## src/rtl/_mux_arb.sv

```systemverilog
// N-input valid/ready multiplexer with fixed-priority, round-robin or forced-select
// arbitration, feeding a single registered output stage.
module _mux_arb #(
    parameter int BIT_WIDTH = 8,
    parameter int n         = BIT_WIDTH,
    parameter int num_in    = 16,
    localparam int sel_w    = $clog2(num_in)
) (
    input  logic                  clk,
    input  logic                  rst_n,
    input  logic [1:0]            mode,
    input  logic [sel_w-1:0]      sel,
    input  logic [num_in-1:0]     in_valid,
    input  logic [num_in*n-1:0]   in_data,
    output logic [num_in-1:0]     in_ready,
    output logic                  out_valid,
    output logic [n-1:0]          out_data,
    output logic [sel_w-1:0]      out_src,
    input  logic                  out_ready
);

    localparam logic [1:0]       MODE_RR    = 2'b01;
    localparam logic [1:0]       MODE_FORCE = 2'b10;
    localparam logic [sel_w-1:0] LAST_IDX   = sel_w'(num_in - 1);

    logic             r_out_valid;
    logic [n-1:0]     r_out_data;
    logic [sel_w-1:0] r_out_src;
    logic [sel_w-1:0] r_rr_ptr;

    logic             w_load_en;
    logic             w_grant_valid;
    logic [sel_w-1:0] w_grant_idx;
    logic [n-1:0]     w_grant_data;

    assign w_load_en = !r_out_valid || out_ready;

    // Reserved mode 11 falls into the fixed-priority default branch.
    always_comb begin : p_arbitrate
        int rr_idx;
        rr_idx        = 0;
        w_grant_valid = 1'b0;
        w_grant_idx   = '0;
        case (mode)
            MODE_RR: begin
                for (int k = 0; k < num_in; k++) begin
                    rr_idx = int'(r_rr_ptr) + k;
                    if (rr_idx >= num_in) rr_idx = rr_idx - num_in;
                    if (!w_grant_valid && in_valid[rr_idx]) begin
                        w_grant_valid = 1'b1;
                        w_grant_idx   = sel_w'(rr_idx);
                    end
                end
            end
            MODE_FORCE: begin
                if ((int'(sel) < num_in) && in_valid[sel]) begin
                    w_grant_valid = 1'b1;
                    w_grant_idx   = sel;
                end
            end
            default: begin
                for (int k = num_in - 1; k >= 0; k--) begin
                    if (in_valid[k]) begin
                        w_grant_valid = 1'b1;
                        w_grant_idx   = sel_w'(k);
                    end
                end
            end
        endcase
    end

    assign w_grant_data = in_data[int'(w_grant_idx)*n +: n];

    always_comb begin : p_ready
        in_ready = '0;
        if (w_load_en && w_grant_valid && rst_n) begin
            in_ready[w_grant_idx] = 1'b1;
        end
    end

    // A load with no grant drains the stage; data and source keep their last value.
    always_ff @(posedge clk or negedge rst_n) begin
        if (!rst_n) begin
            r_out_valid <= 1'b0;
            r_out_data  <= '0;
            r_out_src   <= '0;
            r_rr_ptr    <= '0;
        end else if (w_load_en) begin
            if (w_grant_valid) begin
                r_out_valid <= 1'b1;
                r_out_data  <= w_grant_data;
                r_out_src   <= w_grant_idx;
                if (mode == MODE_RR) begin
                    r_rr_ptr <= (w_grant_idx == LAST_IDX) ? '0 : w_grant_idx + 1'b1;
                end
            end else begin
                r_out_valid <= 1'b0;
            end
        end
    end

    assign out_valid = r_out_valid;
    assign out_data  = r_out_data;
    assign out_src   = r_out_src;

endmodule

```

## config.mk

```make
export PLATFORM = sky130hd
export DESIGN_NAME = _mux_arb
export DESIGN_NICKNAME = d
export VERILOG_FILES = /design/src/rtl/_mux_arb.sv
export SDC_FILE = /design/constraint.sdc
export NUM_CORES = 1
export LEC_CHECK = 0
export ABC_AREA = 1
export BUFFER_PORTS_ARGS = -buffer_cell sky130_fd_sc_hd__buf_2
export CAP_MARGIN = 20
export CORE_AREA = 3 3 100 102
export DETAILED_ROUTE_END_ITERATION = 8
export DIE_AREA = 0 0 103 105
export PLACE_DENSITY = 0.8
export SKIP_CTS_REPAIR_TIMING = 1
export SLEW_MARGIN = 20
export SYNTH_ARGS = -nofsm -noshare
export SYNTH_HDL_FRONTEND = slang
export SYNTH_SLANG_ARGS = --single-unit
```

## constraint.sdc

```tcl
create_clock -name clk -period 13.49 [get_ports clk]
set_input_delay 2.698 -clock clk [delete_from_list [all_inputs] [get_ports clk]]
set_output_delay 2.698 -clock clk [all_outputs]
set_load 0.01 [all_outputs]
```

==> results.sh <==
export IMPL_power_density_nw_per_um2=225
export IMPL_leakagePower_nw=3.01
export IMPL_dpl_worst_slack_ns=4.11
export IMPL_drt_total_wl_mm=16.5
export IMPL_vias_per_cell=5.60
export IMPL_yosysTopAreaCell="nand3_1"
export IMPL_maxUsedRoutingLayer="met4"
export IMPL_status="completed"
export IMPL_p_sw_frac=0.655
export IMPL_ys_ff_latch=17
export IMPL_critPathArrivalTime_ns=6.84
export IMPL_async_flop_share=1.00
export IMPL_synth_main_ff_cell="dfrtp_1"
export IMPL_grt_usage=0.296
export IMPL_internal_power_mw=0.417
export IMPL_cts_tree="yes"
export IMPL_htree_levels=1
export IMPL_final_common_cell="nand3_1"
export IMPL_p_total_mw=1.21
export IMPL_place_port_buffers=181
export IMPL_cp_buffers_inverters=4
export IMPL_cts_buffer_depth=2
export IMPL_io_pins=182
export IMPL_wl_met1_mm=7.16
export IMPL_drtIter0Drc=631
export IMPL_synthToLayoutAreaGrowth_pct=19.6
export IMPL_path_clk_slew_ns=0.06
export IMPL_drive_gt1_frac=0.232
export IMPL_tightest_slew_ns=0.994
export IMPL_setup_viol=0
export IMPL_wl_met3_mm=1.28
export IMPL_post_drt_wl_per_cell_um=14.9
export IMPL_finish_utilization=0.584
export IMPL_path_max_fanout=68
export IMPL_die_x_um=103
export IMPL_max_freq_ghz=0.105
export IMPL_cp_slowest_cell="nand2_2"
export IMPL_hold_worst_slack_ns=0.495
export IMPL_place_gp_congestion=0.947
export IMPL_hold_class="flip-flop to flip-flop"
export IMPL_p_clk_frac=0.032
export IMPL_grt_setup_unrepaired="no"
export IMPL_grt_max_degree=69
export IMPL_slew_headroom=0.335
export IMPL_rrSetupSlack_ns=7.10
export IMPL_drc_errors=0
export IMPL_cp_slowest_stage_delay_ns=0.74
export IMPL_hpwl_mm=13.1
export IMPL_min_period_over_period=0.707
export IMPL_p_seq_frac=0.090
export IMPL_synth_seq_area_share=0.0946
export IMPL_tns_ns=0
export IMPL_die_y_um=105
export IMPL_synth_cell_types=39
export IMPL_p_switching_mw=0.792
export IMPL_cts_buffers=3
export IMPL_final_nets=1165
export IMPL_start_util=0.489
export IMPL_yosys_top_cells_area="nand3_1 29%, nand2_1 21%, dfrtp_1 9.5%"
export IMPL_criticalPathCategory="input pin to output port"
export IMPL_synth_top_area_share=0.288
export IMPL_syn_inst=848
export IMPL_postSynthAreaPerCell_um2=5.30
export IMPL_syn_nets=1014
export IMPL_hold_violations=0
export IMPL_synth_edf_count=0
export IMPL_clkLatencyLatePin_ns=0.26
export IMPL_final_cell_mix="259 x nand3_1, 250 x nand2_1, 181 x buf_2, 74 x inv_1, 65 x nor2_1"
export IMPL_via_count=6219
export IMPL_p_comb_frac=0.878
export IMPL_dr_wl_met2_mm=7.63
export IMPL_min_period_ns=9.54
export IMPL_startpoint_type="input pin"
export IMPL_endpoint_kind="output port"
export IMPL_max_cap_violations=0
export IMPL_syn_area_um2=4500
export IMPL_grt_ovfl_total=0
export IMPL_drtAntennaViolNets=0
export IMPL_yosysWarnings=0
export IMPL_clockRootBuffer="clkbuf_8"
export IMPL_path_delay_family="simple AND/OR/NAND/NOR gates"
export IMPL_coreArea_um2=9200
export IMPL_finClkSkew_ns=0.00316
export IMPL_grt_pass1_wl_mm=26.3
export IMPL_setup_slack_ns=3.95
export IMPL_path_cells="buf_2, nand2_1, nand3_1, nand3_1, nand2_1, nand2_1, nand2_4, inv_2, nand4_4, nor2_4, nand4_2, nor2_4, nand4_1, nor2_1, nand4_2, nand3_1, nand3_1, nand2_2, nand2_2, buf_4, ha_1, nand2_1, nor2_1, buf_2"
export IMPL_floorplan_rows=35
export IMPL_cp_required_ns=10.79
export IMPL_grt_pass1_vias=5491
export IMPL_slew_viol_final=0
export IMPL_cts_sinks=17
export IMPL_die_area_um2=10800
export IMPL_detail_route_first_pass_iterations=6
export IMPL_peakVddDrop_mv=0.0867
export IMPL_antenna_found_initial=1
==> worst paths after layout <==
path                                           end  cells after the start                     from
setup / recovery                      in_ready[12]                     24              in_valid[7]
hold / removal              out_src[2]$_DFFE_PN0P_                      2   out_src[2]$_DFFE_PN0P_
setup reg to reg           out_data[6]$_DFFE_PN0P_                     27  r_rr_ptr[1]$_DFFE_PN0P_
hold reg to reg             out_src[2]$_DFFE_PN0P_                      2   out_src[2]$_DFFE_PN0P_
max in group asynchronous   out_src[3]$_DFFE_PN0P_                      1                    rst_n
min in group asynchronous  out_data[0]$_DFFE_PN0P_                      1                    rst_n
==> tightest hold or removal path, stage by stage (launching register included) <==
cell,delay [ns]
dfrtp_1,0.35
nand2_1,0.05
o21ai_0,0.06
==> cell families after synthesis <==
| kind of cell | Yosys count | share of synthesized area |
|---|---|---|
| adders and majority gates | 13 | 0.0362 |
| AOI/OAI and AO/OA | 61 | 0.0777 |
| DFF | 17 | 0.0946 |
| buffers and inverters | 119 | 0.121 |
| and+or+nand+nor | 628 | 0.650 |
| xor gates and xnor gates | 10 | 0.0212 |
==> area by class of cell <==
cell class | instances | area (µm²)
fill | 986 | 3820
multi-input combinational | 712 | 3530
timing repair buffer | 184 | 928
sequential | 17 | 425
inverter | 81 | 304
tap | 111 | 139
clock buffer | 4 | 45.0
antenna | 1 | 2.50
==> state kept, by name, indices dropped and copies added, names as in the netlist <==
name,flops
r_rr_ptr,4
out_src,4
out_valid,1
out_data,8
==> cells in the mapped netlist (3+ instances only) <==
cell type	number
nand2_2	10
inv_1	74
xor2_1	7
buf_2	16
ha_1	13
nand3_1	259
nor4_1	4
nand2_1	251
a21oi_1	14
clkbuf_1	9
nor2_4	7
or2_2	8
buf_6	7
nor3_1	3
nor2_1	65
inv_2	7
buf_4	6
nand4_2	4
o21ai_0	27
dfrtp_1	17
o21ai_1	6
nand4_1	9
==> per-stage QoR <==
step,instances,area (µm²)
after floorplan,848,4500
after global placement,1105,5330
after detailed placement,1105,5330
after CTS,1109,5370
after global routing,1110,5380
final,1110,5380
==> routing by layer <==
metal,vias to the layer above,track usage
met1,2754,0.421
met5,-,0
met2,300,0.463
met3,42,0.0367
met4,0,0.0888
li1,3123,-
==> power by group through the flow <==
stage	Clock, mW	Sequential (mW)	Combinational [mW]
5_1_grt	0.0410	0.113	1.19
4_1_cts	0.0385	0.108	1.04
2_1_floorplan	0	0.0927	0.827
3_3_place_gp	0	0.108	1.03
3_5_place_dp	0	0.109	1.04
6_report	0.0384	0.109	1.06
Power figures use the tool's default switching activity.
